`src/rtl/fetch_unit.sv`:
```
// Instruction-fetch / next-PC stage: owns the architectural PC, reads instruction memory
// over req/gnt/rvalid, holds one instruction for decode and redirects on jumps and branches.
module fetch_unit #(
    parameter int              XLEN     = 32,
    parameter logic [XLEN-1:0] RESET_PC = '0
) (
    input  logic            clk,
    input  logic            rst,
    output logic            imem_req,
    output logic [XLEN-1:0] imem_addr,
    input  logic            imem_gnt,
    input  logic            imem_rvalid,
    input  logic [31:0]     imem_rdata,
    output logic [31:0]     instr_o,
    output logic [XLEN-1:0] pc_o,
    output logic            instr_valid,
    input  logic            instr_ready,
    input  logic [1:0]      pc_sel,
    input  logic            jump,
    input  logic            branch_taken,
    input  logic [XLEN-1:0] imm,
    input  logic [XLEN-1:0] rs1_data,
    output logic            trap_misaligned,
    output logic [XLEN-1:0] trap_pc
);

    typedef enum logic [1:0] {FETCH, WAIT, VALID, TRAP} state_t;

    state_t          state;
    state_t          state_next;
    logic [XLEN-1:0] pc;
    logic [XLEN-1:0] next_pc;
    logic            data_arrives;
    logic            accept;
    logic            misaligned;

    assign data_arrives = ((state == FETCH) && imem_gnt && imem_rvalid) ||
                          ((state == WAIT) && imem_rvalid);
    assign accept       = (state == VALID) && instr_ready;
    assign misaligned   = (next_pc[1:0] != 2'b00);

    // NOTE: every always_comb output gets a default first so no path leaves it unassigned (no latch).
    always_comb begin
        next_pc = pc + XLEN'(4);
        if (jump) begin
            unique case (pc_sel)
                2'b00: next_pc = pc + XLEN'(4);
                2'b01: next_pc = pc + imm;
                2'b10: next_pc = (rs1_data + imm) & {{(XLEN-1){1'b1}}, 1'b0};
                2'b11: next_pc = branch_taken ? pc + imm : pc + XLEN'(4);
            endcase
        end
    end

    // NOTE: sequential state uses non-blocking assignments so every register samples pre-edge values.
    always_ff @(posedge clk or posedge rst) begin
        if (rst) state <= FETCH;
        else     state <= state_next;
    end

    always_comb begin
        state_next = state;
        unique case (state)
            FETCH: if (imem_gnt) state_next = imem_rvalid ? VALID : WAIT;
            WAIT:  if (imem_rvalid) state_next = VALID;
            VALID: if (instr_ready) state_next = misaligned ? TRAP : FETCH;
            TRAP:  state_next = TRAP;
        endcase
    end

    // The request is masked by rst so it cannot glitch high while reset is held.
    always_comb begin
        imem_req    = (state == FETCH) && !rst;
        instr_valid = (state == VALID);
    end

    // NOTE: only control and architectural registers are reset; there is no memory array here to clear.
    always_ff @(posedge clk or posedge rst) begin
        if (rst) begin
            pc              <= RESET_PC;
            instr_o         <= '0;
            trap_misaligned <= 1'b0;
            trap_pc         <= '0;
        end else begin
            if (data_arrives) instr_o <= imem_rdata;
            if (accept) begin
                if (misaligned) begin
                    trap_misaligned <= 1'b1;
                    trap_pc         <= next_pc;
                end else begin
                    pc <= next_pc;
                end
            end
        end
    end

    assign imem_addr = pc;
    assign pc_o      = pc;

endmodule
```
`config.mk`:
```
export PLATFORM = sky130hd
export DESIGN_NAME = fetch_unit
export DESIGN_NICKNAME = d
export VERILOG_FILES = /design/src/rtl/fetch_unit.sv
export SDC_FILE = /design/constraint.sdc
export NUM_CORES = 1
export LEC_CHECK = 0
export ABC_AREA = 1
export CAP_MARGIN = 20
export CORE_AREA = 2 2 123 214
export CTS_BUF_LIST = sky130_fd_sc_hd__clkbuf_2
export DETAILED_ROUTE_END_ITERATION = 10
export DIE_AREA = 0 0 125 216
export GPL_TIMING_DRIVEN = 0
export PLACE_DENSITY_LB_ADDON = 0.2
export SLEW_MARGIN = 40
export SYNTH_ARGS = -nofsm -noshare
export SYNTH_HDL_FRONTEND = slang
export SYNTH_SLANG_ARGS = --single-unit
```
`constraint.sdc`:
```
create_clock -name clk -period 7.44 [get_ports clk]
set_input_delay 0.744 -clock clk [delete_from_list [all_inputs] [get_ports clk]]
set_output_delay 0.744 -clock clk [all_outputs]
set_load 0.01 [all_outputs]
```
==> results.json <==
{
  "core-area_mm2": 0.0252,
  "first_pass_iters": 5,
  "final_cell_mix": "nand2_1, inv_1, clkdlybuf4s50_1",
  "cts_buffers": 9,
  "synth_top_area_frac": 0.269,
  "cts.sinks": 99,
  "worst_slew_pin_slew_ps": 844,
  "cp-end-kind": "register",
  "die_h_um": 216,
  "antenna_found_initial": 1,
  "area_growth_syn_to_layout_pct": 28.4,
  "grt_usage": 0.271,
  "numPortBuffers": 235,
  "grt-ovfl-total": 0,
  "grt_max_degree": 64,
  "multi_input_area_mm2": 0.00635,
  "slew_viol_final": 0,
  "rows": 77,
  "synth.ff_latch_count": 99,
  "drt_iter0_drc": 622,
  "postCtsResizedCells": 0,
  "pin_count": 236,
  "clk_path_buf_depth": 2,
  "p_total_mw": 3.56,
  "ir_worst_vdd_v": 0.000290,
  "hold_class": "input port to asynchronous set/reset pin",
  "grt_pass1_wl_um": 57900,
  "yosysSeqAreaShare": 0.243,
  "cts_tree": "built",
  "netlist_area_mm2": 0.0102,
  "clkSlewWorstSetupHoldPaths_ps": 320,
  "root_buffer": "clkbuf_2",
  "cts_hold_buf": 0,
  "max_stage_delay_ps": 510,
  "slew_headroom": 0.438,
  "cp_max_fo": 5,
  "drc_errors": 0,
  "fin_crit_sh": 0.395,
  "hold_viol_final": 0,
  "crit_chain": "clkdlybuf4s50_1, ha_1, inv_1, fa_1, inv_1, nand3_1, nand3_1, nand2_1, nand2_1, nand2_1, nand3_1, nand2_1, nand3_1, nand2_1, nand2_1, nand2_1, nand2_1, nand2_1",
  "setup_viol": 0,
  "fill_cells": 2681,
  "viasPerCell": 5.07,
  "maxCapViolCount": 0,
  "die-area_mm2": 0.0270,
  "grt_pass1_vias": 11570,
  "p_per_area_mw_per_mm2": 272,
  "path_buf_inv": 3,
  "hpwl_um": 31600,
  "routedWlPerCell_um": 16.4,
  "ys_types": 45,
  "dieWidth_um": 125,
  "cellLeakagePower_nw": 7.09,
  "nets": 2134,
  "start_kind": "input port",
  "path_delay_family": "simple AND/OR/NAND/NOR gates",
  "mostFrequentLayoutCell": "nand2_1",
  "outcome": "completed",
  "grt_setup_unrepaired": "false",
  "rrSetupSlack_ps": 4670,
  "required_ps": 7950,
  "insertion_delay_ps": 580,
  "synthesis.nets": 1887,
  "min_period_ps": 2940,
  "cp_slowest_cell": "clkdlybuf4s50_1",
  "cpMostUsedCell": "nand2_1",
  "cts_setup_buffers": 0,
  "critPathArrivalTime_ps": 3450,
  "dr_total_vias": 11604,
  "crit_type": "input port to register",
  "syn_area_per_cell_um2": 5.94,
  "gp_congestion": 0.958,
  "regArea_mm2": 0.00248,
  "synth.area.top_cells": "nand2_1, dfrtp_1, inv_1",
  "fin_skew_ps": 54.7,
  "drive_above_1_share": 0.0640,
  "wirelength_um": 37600,
  "ant_nets": 0,
  "start_util": 0.404,
  "h-tree-depth": 3,
  "setup_tns_ps": 0,
  "max_clock_freq_mhz": 340,
  "syn_inst": 1718,
  "yosysTopAreaCell": "nand2_1",
  "ys_warn_count": 0
}
synth_stat cells (all sizes together):
| master | n |
|---|---|
| a21o | 3 |
| a21oi | 57 |
| a22o | 2 |
| a2bb2oi | 1 |
| a31oi | 7 |
| and2 | 12 |
| and3 | 3 |
| buf | 43 |
| clkbuf | 13 |
| clkinv | 1 |
| dfrtp | 99 |
| fa | 2 |
| ha | 62 |
| inv | 270 |
| mux2 | 32 |
| nand2 | 735 |
| nand3 | 111 |
| nand3b | 11 |
| nand4 | 21 |
| nor2 | 131 |
| nor3 | 13 |
| nor4 | 4 |
| o211ai | 2 |
| o21ai | 45 |
| o21bai | 4 |
| o221ai | 1 |
| o22ai | 2 |
| o31ai | 3 |
| o32ai | 1 |
| or2 | 17 |
| xnor2 | 4 |
| xor2 | 6 |
area by class of cell:
type	instances	share of cell area
multi-input combinational	1292	0.485
clock inverter	6	0.00449
sequential	99	0.189
buffer	56	0.0273
tap	316	0.0302
inverter	271	0.0784
timing repair buffer	236	0.182
antenna	1	0.000191
clock buffer	10	0.00382
routing by layer:
metal | part of all wire | up-vias | global-route usage
met5 | 0 | - | 0
met4 | 0.068 | 0 | 0.174
met3 | 0.049 | 140 | 0.0295
met2 | 0.52 | 395 | 0.523
met1 | 0.36 | 5232 | 0.271
li1 | - | 5837 | -
worst register-to-register path: cells and delay by family, from the launching register on:
family                   cells  cell delay [ps]
AND/OR/NAND/NOR             13             1260
buffers and inverters        2              260
adder cells (fa/ha/maj)      2              690
flip-flops                   1              490
registers in the layout (all words and copies together) (netlist names):
name and count:
trap_pc 32, trap_misaligned 1, imem_addr 32, instr_o 32, state 2
where the power goes:
| group | internal, mW | leakage, nW | switching (mW) |
|---|---|---|---|
| registers | 0.761 | 1.24 | 0.273 |
| logic | 1.09 | 5.78 | 1.19 |
| clock network | 0.0530 | 0.0663 | 0.194 |
| total | 1.90 | 7.09 | 1.66 |
cell families after synthesis:
group,after synthesis,share of synthesized area
AND/OR/NAND/NOR,1058,0.428
multiplexers,32,0.0353
XOR/XNOR,10,0.00858
AO/OA/AOI/OAI,128,0.0700
buffers and inverters,327,0.135
flip-flops,99,0.243
adder cells (fa/ha/maj),64,0.0799
stage by stage:
step / setup slack, ps / utilization / hold WS [ps] / instance area, um^2 / std cells
6_report: 4500 / 0.519 / 494 / 13100 / 2287
3_3_place_gp: 2470 / 0.513 / 466 / 13000 / 2269
5_1_grt: 4370 / 0.519 / 474 / 13100 / 2287
3_5_place_dp: 3920 / 0.515 / 465 / 13000 / 2270
4_1_cts: 4590 / 0.519 / 473 / 13100 / 2286
2_1_floorplan: 4110 / - / 507 / 10200 / 1718
path summary, 6_finish.rpt:
path                                           end  cells after the start                     start
max                        trap_pc[24]$_DFFE_PP0P_                     18                    imm[0]
min                         trap_pc[6]$_DFFE_PP0P_                      2                       rst
max reg2reg                trap_pc[24]$_DFFE_PP0P_                     17  imem_addr[0]$_DFFE_PP0P_
min reg2reg                trap_pc[26]$_DFFE_PP0P_                      2   trap_pc[26]$_DFFE_PP0P_
max in group asynchronous  trap_pc[31]$_DFFE_PP0P_                      3                       rst
min in group clk           trap_pc[26]$_DFFE_PP0P_                      2   trap_pc[26]$_DFFE_PP0P_
(Power assumes the default switching activity.)
